[src/rtl/mem_arbiter.sv]
// rtl/mem_arbiter.sv - fetch/LSU arbiter for the single cache data port
// LSU has priority; starve_q bounds consecutive LSU wins while fetch waits.
module mem_arbiter #(
  parameter int unsigned STARVE_MAX = 4
) (
  input  logic        clk,
  input  logic        rst_n,
  input  logic        if_req,
  input  logic [31:0] if_addr,
  output logic        if_gnt,
  output logic        if_rvalid,
  output logic [31:0] if_rdata,
  input  logic        ls_req,
  input  logic        ls_we,
  input  logic [2:0]  ls_mode,
  input  logic [31:0] ls_addr,
  input  logic [31:0] ls_wdata,
  output logic        ls_gnt,
  output logic        ls_done,
  output logic        ls_err,
  output logic [31:0] ls_rdata,
  output logic [31:0] mem_address,
  output logic [31:0] mem_write,
  output logic        mem_is_read,
  output logic        mem_is_write,
  output logic [2:0]  mem_mode,
  input  logic [31:0] mem_read
);

  localparam logic [1:0] S_IDLE  = 2'd0;
  localparam logic [1:0] S_ISSUE = 2'd1;
  localparam logic [1:0] S_RESP  = 2'd2;
  localparam logic [3:0] STARVE_LIM = 4'(STARVE_MAX);

  logic [1:0]  state_q, state_d;
  logic        owner_if_q, owner_if_d;
  logic [31:0] addr_q, addr_d;
  logic [31:0] wdata_q, wdata_d;
  logic [2:0]  mode_q, mode_d;
  logic        we_q, we_d;
  logic        illegal_q, illegal_d;
  logic [3:0]  starve_q, starve_d;

  logic arb, pick_if, pick_ls, ls_illegal;

  always_comb begin
    arb     = (state_q == S_IDLE) || (state_q == S_RESP);
    pick_if = arb && if_req && (!ls_req || (starve_q == STARVE_LIM));
    pick_ls = arb && ls_req && !pick_if;
    // stores only support B/H/W; loads additionally allow BU/HU
    if (ls_we) ls_illegal = ls_mode[2] || (ls_mode == 3'b011);
    else       ls_illegal = (ls_mode == 3'b011) || (ls_mode[2:1] == 2'b11);
  end

  always_comb begin
    state_d    = state_q;
    owner_if_d = owner_if_q;
    addr_d     = addr_q;
    wdata_d    = wdata_q;
    mode_d     = mode_q;
    we_d       = we_q;
    illegal_d  = illegal_q;
    starve_d   = starve_q;
    if (pick_if) begin
      state_d    = S_ISSUE;
      owner_if_d = 1'b1;
      addr_d     = if_addr;
      wdata_d    = 32'h0;
      mode_d     = 3'b010;
      we_d       = 1'b0;
      illegal_d  = 1'b0;
    end else if (pick_ls) begin
      state_d    = S_ISSUE;
      owner_if_d = 1'b0;
      addr_d     = ls_addr;
      wdata_d    = ls_wdata;
      mode_d     = ls_mode;
      we_d       = ls_we;
      illegal_d  = ls_illegal;
    end else if (arb) begin
      state_d = S_IDLE;
    end else begin
      state_d = S_RESP;
    end
    if (arb) begin
      if (!if_req || pick_if) starve_d = 4'd0;
      else if (pick_ls && (starve_q < STARVE_LIM)) starve_d = starve_q + 4'd1;
    end
  end

  always_ff @(posedge clk) begin
    if (!rst_n) begin
      state_q    <= S_IDLE;
      owner_if_q <= 1'b0;
      addr_q     <= 32'h0;
      wdata_q    <= 32'h0;
      mode_q     <= 3'b000;
      we_q       <= 1'b0;
      illegal_q  <= 1'b0;
      starve_q   <= 4'd0;
    end else begin
      state_q    <= state_d;
      owner_if_q <= owner_if_d;
      addr_q     <= addr_d;
      wdata_q    <= wdata_d;
      mode_q     <= mode_d;
      we_q       <= we_d;
      illegal_q  <= illegal_d;
      starve_q   <= starve_d;
    end
  end

  always_comb begin
    mem_address  = addr_q;
    mem_write    = wdata_q;
    mem_mode     = mode_q;
    mem_is_read  = (state_q == S_ISSUE) && !illegal_q && !we_q;
    mem_is_write = (state_q == S_ISSUE) && !illegal_q && we_q;
    if_gnt       = (state_q == S_ISSUE) && owner_if_q;
    ls_gnt       = (state_q == S_ISSUE) && !owner_if_q;
    if_rvalid    = (state_q == S_RESP) && owner_if_q;
    ls_done      = (state_q == S_RESP) && !owner_if_q;
    ls_err       = ls_done && illegal_q;
    if_rdata     = if_rvalid ? mem_read : 32'h0;
    ls_rdata     = (ls_done && !we_q && !illegal_q) ? mem_read : 32'h0;
  end

endmodule
[config.mk]
export PLATFORM = sky130hd
export DESIGN_NAME = mem_arbiter
export DESIGN_NICKNAME = d
export VERILOG_FILES = /design/src/rtl/mem_arbiter.sv
export SDC_FILE = /design/constraint.sdc
export NUM_CORES = 1
export LEC_CHECK = 0
export BUFFER_PORTS_ARGS = -buffer_cell sky130_fd_sc_hd__buf_4
export CORE_AREA = 2 2 107 109
export CTS_BUF_LIST = sky130_fd_sc_hd__clkbuf_16
export DETAILED_ROUTE_END_ITERATION = 12
export DIE_AREA = 0 0 109 111
export PLACE_DENSITY_LB_ADDON = 0.3
export SYNTH_ARGS = -nofsm -noshare
export SYNTH_HDL_FRONTEND = slang
export SYNTH_SLANG_ARGS = --single-unit
[constraint.sdc]
create_clock -name clk -period 2.1 [get_ports clk]
set_input_delay 0.105 -clock clk [delete_from_list [all_inputs] [get_ports clk]]
set_output_delay 0.105 -clock clk [all_outputs]
set_load 0.03 [all_outputs]
==> results of run 1 <==
-- flip-flops by register name, summed over array words and instances, names as in the netlist --
register     flops
mem_address     32
mem_write       32
starve_q         4
mem_mode         3
state_q          2
illegal_q        1
owner_if_q       1
we_q             1
-- worst reg2reg max path: stages (launching register included) --
cell	delay (ns)
dfxtp_1	0.58
nand2b_2	0.49
buf_4	0.40
nand2_1	0.11
a21oi_1	0.16
-- layer usage --
layer / wire, µm / vias up
met5: 0 / -
met4: 168 / 0
met3: 1320 / 17
met2: 7020 / 196
met1: 6190 / 2265
li1: - / 2360
-- worst min-delay path by stage --
stage                     depth (start not counted)  slack, ns            end    startpoint
after global routing                              3       0.02  mem_write[30]  ls_wdata[30]
after CTS                                         3      0.007  mem_write[25]  ls_wdata[25]
after floorplan                                   2       0.24           we_q         ls_we
after global placement                            3       0.35  mem_write[22]  ls_wdata[22]
final                                             3       0.02  mem_write[25]  ls_wdata[25]
after detailed placement                          3       0.36  mem_write[25]  ls_wdata[25]
-- layout make-up --
type / count / area share, %
Clock inverter: 7 / 1.62
Sequential cell: 76 / 23.4
Multi-Input combinational cell: 404 / 34.6
Timing Repair Buffer: 289 / 33.9
Clock buffer: 9 / 3.47
Inverter: 4 / 0.231
Tap cell: 143 / 2.76
-- stage by stage --
step,area [µm²],util [%]
6_report,6490,58.6
5_1_grt,6490,58.6
4_1_cts,6490,58.6
3_5_place_dp,6160,55.6
3_3_place_gp,6160,55.6
2_1_floorplan,4020,-
-- cell usage in the layout (no fill, tap or decap) --
| cell type | instances |
|---|---|
| clkinvlp_4 | 1 |
| nor3b_2 | 3 |
| nor4_2 | 3 |
| nor2_4 | 1 |
| a311oi_1 | 1 |
| and3b_1 | 1 |
| o21ai_0 | 27 |
| nor2_1 | 36 |
| inv_6 | 3 |
| a31o_2 | 1 |
| buf_6 | 1 |
| a21oi_1 | 37 |
| inv_1 | 4 |
| ha_1 | 2 |
| bufinv_16 | 2 |
| clkbuf_16 | 9 |
| o21bai_1 | 1 |
| dfxtp_1 | 76 |
| a21o_1 | 2 |
| nor2b_2 | 1 |
| nand2_1 | 74 |
| buf_4 | 286 |
| nor3_1 | 65 |
| nor3b_1 | 1 |
| nand2b_1 | 4 |
| o22a_1 | 32 |
| a32o_1 | 2 |
| nor4_1 | 30 |
| buf_12 | 2 |
| and3_1 | 1 |
| nand2b_2 | 1 |
| nand3b_1 | 1 |
| and2_1 | 69 |
| o21ai_1 | 7 |
| inv_8 | 1 |
| o221a_2 | 1 |
-- where the power goes --
group          switching [mW]  total [mW]  internal [mW]
logic                   0.619        1.10          0.478
registers              0.0641        1.61           1.55
clock network           0.653        1.72           1.06
-- synthesized netlist by cell type (3+ instances only) --
cell type  instances  area (µm²)
o21ai_0           27         135
inv_1              4        15.0
buf_2             20         100
nor3_1            65         325
nand2b_1           4        25.0
and2_1            69         432
o21ai_1            7        35.0
clkbuf_1          18        67.6
o22a_1            32         280
nand2_1           74         278
nor2_1            36         135
clkbuf_2           3        15.0
buf_4              5        37.5
dfxtp_1           76        1520
a21oi_1           37         185
nor4_1            30         188
nor4_2             3        37.5
-- cell families (layout without fill, tap and decap cells) --
kind of cell / count (synthesis) / in the layout / synth area share, %
AOI/OAI and AO/OA: 111 / 111 / 17.6
adders and majority gates: 2 / 2 / 0.624
buffers and inverters: 52 / 309 / 6.24
DFF: 76 / 76 / 37.9
and+or+nand+nor: 291 / 291 / 37.6
-- what timing repair did --
action | CTS | global route
resized for setup | 0 | 1
setup buffers | 0 | 0
endpoints found under the setup margin | 0 | 2
==> metrics.txt, run 1 <==
outcome finished clean; max cap viols 0; Die Ht 111 µm; multi-input logic area ~0.0022 mm²; TNS Setup 0 ns; met3 Track Usage GR around 7.3%; Synth Instances 532; DRC violations left 0; largest net degree at the start of global routing between 40 and 50; routed vias between 4,000 and 5,000; antenna-violating nets left 0; Area Overhead vs Synth 61.8%; fillcell total around 1,000; LEAKAGE between 3 and 4 nW; worst path bufs/invs 2; Worst-Skew Late Latency 0.33 ns; CP arrival ~1.8 ns; WHS 0.0170 ns; vias per cell 5.19; global route overflow 0; final std cells w/o fill 932; I/O pins 274; Reg2Reg Setup Slack about 0.28 ns; fraction of registers with async set/reset 0%; Seq/Total Area, Yosys 37.9%; hpwl dp around 11,000 µm; vias in the first global route about 4,800; Reg clk slew, reported paths 0.06 ns; drt wl/cell 15.8 µm; RePlAce Congestion 0.802; clock skew a little over 0.007 ns; CTS tree built; syn_nets 670; initial core utilization 36.2%; Clock Path Buffers 2; Slew @ Worst Pin ~0.44 ns; Die Area between 0.01 and 0.015 mm²; worst r2r dst mem_write[24]; setup ws final about 0.16 ns; register bit total from synthesis between 70 and 80; worst min path class input port to register; crit-path max FO 32; placed cell count ~900; PortBufs ~270; initial antenna violation count 0; total routed wirelength about 15,000 µm; kind of end point of the critical path output port; Worst path most repeated cell nor3b_2; CP peak stage delay 0.44 ns; Site Rows 39; GRT Total Usage between 20% and 30%; clock root cell clkbuf_16; final period utilization 92.4%; VDD IR max between 500 and 600 µV; first-pass GRT wire length ~23,000 µm; First DRT Iteration DRCs 333; DRT Pass-1 Iters 5; Tmin final between 1.5 and 2 ns; Worst EP required ~2.0 ns; Post-synth EDFFs 0; worst setup path class register to output port; Worst R2R Start state_q[0]; busiest metal layer after global routing met2; Max Slew Vio Count 0; Synth Warn # 0; critical path cell sequence nor3b_2, nor3b_2, buf_6, and2_1, buf_4; Top FF cell, synth dfxtp_1; Max Fclk ~520 MHz; layout cell share with drive strength beyond 1 about two fifths; CTS buffer count 9; Slew headroom roughly 71%; RSZ-0062 raised after global routing false; power per cell area approximately 680 mW/mm²; die width ~110 µm; core area roughly 0.011 mm²; Final setup viols 0; Power Total about 4.4 mW; mean post-synth cell area around 7.5 µm²; Crit-path slowest cell dfxtp_1; R2R depth 4; pre-CTS setup slack about 0.31 ns; cell depth of the worst setup path 5; hold buffers post-CTS 0; Hold Vio Cnt, Final 0; Crit path max-delay family simple AND/OR/NAND/NOR gates; Critical Path Start state_q[0]; Final nets about 920; CP Launch Type register; n_diodes 0; Seq. cell area ~0.0015 mm²; routing usage on met2 about two fifths; Worst Setup EP ls_rdata[10]; synthesized cell area between 0.004 and 0.005 mm²; number of H-tree levels 3; Synth cell types 34; # clock sinks 76; GR Layer Usage met1 between 30 and 40%
No activity file was read; power rests on OpenSTA's default activity.
==> run 2: changes to the inputs <==
--- a/config.mk
+++ b/config.mk
@@ -6,10 +6,13 @@
 export NUM_CORES = 1
 export LEC_CHECK = 0
 export BUFFER_PORTS_ARGS = -buffer_cell sky130_fd_sc_hd__buf_4
-export CORE_AREA = 2 2 107 109
+export CELL_PAD_IN_SITES_DETAIL_PLACEMENT = 1
+export CELL_PAD_IN_SITES_GLOBAL_PLACEMENT = 2
+export CORE_AREA = 2 2 130 157
 export CTS_BUF_LIST = sky130_fd_sc_hd__clkbuf_16
 export DETAILED_ROUTE_END_ITERATION = 12
-export DIE_AREA = 0 0 109 111
+export DIE_AREA = 0 0 132 159
+export MAX_ROUTING_LAYER = met4
 export PLACE_DENSITY_LB_ADDON = 0.3
 export SYNTH_ARGS = -nofsm -noshare
 export SYNTH_HDL_FRONTEND = slang
==> metrics.txt, run 2 (synthesized netlist as in run 1, its figures left out) <==
outcome finished clean; die width 132 µm (+21%); Critical Path Start state_q[0]; number of H-tree levels 3 (unchanged); most frequent cells in the layout 290 x buf_4, 75 x dfxtp_1, 74 x nand2_1; CP arrival 1.83 ns (about the same); setup ws final 0.167 ns (+0.00686 ns); VDD IR max 405 µV (-28%); RSZ-0062 raised after global routing false; Die Ht 159 µm (+43%); largest net degree at the start of global routing 43 (unchanged); pre-CTS setup slack 0.469 ns (+0.162 ns); Hold Startpoint ls_wdata[19]; DRC violations left 0 (unchanged); Area Overhead vs Synth 69.1%; CTS tree built; total routed wirelength 18,700 µm (+27%); LEAKAGE 3.07 nW (+2.3%); antenna-violating nets left 0 (unchanged); vias in the first global route 5,420 (+13%); Die Area 0.0210 mm² (+73%); CTS buffer count 9 (unchanged); Slew headroom 67.0% (-3.8 points); initial core utilization 20.7% (-16 points); Max Slew Vio Count 0 (unchanged); Hold Vio Cnt, Final 0 (unchanged); Final Cell Area 0.00678 mm² (+4.5%); R2R depth 5 (+1); # resized after CTS 0 (unchanged); worst r2r dst starve_q[0]; power per cell area 641 mW/mm² (-5.9%); crit-path max FO 32 (unchanged); Worst Setup EP ls_rdata[14]; Tmin final 1.93 ns (-0.00686 ns); Final setup viols 0 (unchanged); GRT Total Usage 18.0% (-5.8 points); DP Area 0.00633 mm² (+2.8%); Clock Path Buffers 2 (unchanged); First DRT Iteration DRCs 229 (-31%); vias per cell 4.62 (-11%); layout cell share with drive strength beyond 1 39.5% (-0.57 points); I/O pins 274 (unchanged); DRT Pass-1 Iters 4 (-1); Max Fclk 517 MHz (+0.35%); setup bufs post-CTS 0 (unchanged); CP Launch Type register; max cap viols 0 (unchanged); drt wl/cell 17.5 µm (+11%); n_diodes 0 (unchanged); initial antenna violation count 0 (unchanged); fillcell total 2,365 (+140%); hpwl dp 14,000 µm (+28%); Worst R2R Start state_q[0]; Worst EP required 2.00 ns (about the same); Slew @ Worst Pin 0.496 ns (+0.0603 ns); TNS Setup 0 ns (unchanged); final period utilization 92.0% (-0.33 points); Worst-Skew Late Latency 0.35 ns (+0.02 ns); global route overflow 0 (unchanged); Final nets 941 (+2.1%); worst setup path class register to output port; RePlAce Congestion 0.859 (+7.2%); Site Rows 56 (+44%); Reg2Reg Setup Slack 0.50 ns (+0.22 ns); core area 0.0194 mm² (+75%); PortBufs 273 (unchanged); clock skew 0.00557 ns (-0.00161 ns); # clock sinks 76 (unchanged); commonest non-fill, non-tap cell in the layout buf_4; first-pass GRT wire length 29,400 µm (+25%); clock root cell clkbuf_16; worst min path class input port to register; Reg clk slew, reported paths 0.06 ns (about the same); routed vias 4,938 (+2.1%); kind of end point of the critical path output port
==> run 2: cell types whose count changed in the layout (fill, tap and decap cells not counted), sizes merged <==
cell         previous run  this run
bufinv                  2         1
buf                   289       292
dlygate4sd3             0        16
clkinv                  0         4
inv                     8         5
==> run 2: critical path, stage by stage (launching register included) <==
cell and delay, ns:
dfxtp_2 0.39, nor3b_2 0.23, nor3b_2 0.19, buf_4 0.29, and2_1 0.20, buf_4 0.17
==> run 2: area by class of cell <==
| cell class | count | area [µm²] | share of cell area [%] |
|---|---|---|---|
| clock buffers | 9 | 225 | 3.32 |
| repair buffers | 308 | 2380 | 35.0 |
| well taps | 261 | 327 | 4.81 |
| inverters | 4 | 15.0 | 0.221 |
| clock inverters | 7 | 68.8 | 1.01 |
| multi-input cells | 404 | 2250 | 33.1 |
| flip-flops and latches | 76 | 1520 | 22.4 |
==> run 2: timing repair <==
item / in CTS / in global routing
hold endpoints to repair: 16 / 0
hold buffers: 16 / 0
endpoints found under the setup margin: 0 / 0
==> run 2: power breakdown <==
group | switching [mW] | internal, mW
Combinational | 0.654 | 0.501
Clock | 0.663 | 0.916
Sequential | 0.0643 | 1.55
Total | 1.38 | 2.97
==> run 2: worst min-delay path by stage <==
stage	to	slack (ns)	depth (start not counted)
detailed placement	mem_write[23]	0.36	3
global placement	mem_write[30]	0.35	3
floorplan	we_q	0.24	2
CTS	mem_write[0]	0.0003	3
global route	mem_write[11]	0.003	3
finish	mem_write[19]	0.01	3
==> run 2: metal layers <==
layer  wire (µm)  up-vias  GRT usage, %
met5           0        -             -
met4         312        0          5.43
met3        1120       25          5.00
met2        9600      155          31.0
met1        7680     2363          20.2
li1            -     2395             -
==> run 2: stage by stage <==
stage               instances  total power [mW]  hold WS (ns)  util, %
finish                   1069              4.35        0.0111     35.0
floorplan                 532              2.22         0.241        -
CTS                      1069              4.42      0.000325     35.0
global route             1069              4.56       0.00266     35.0
detailed placement       1037              2.78         0.361     32.6
global placement         1037              2.76         0.351     32.6
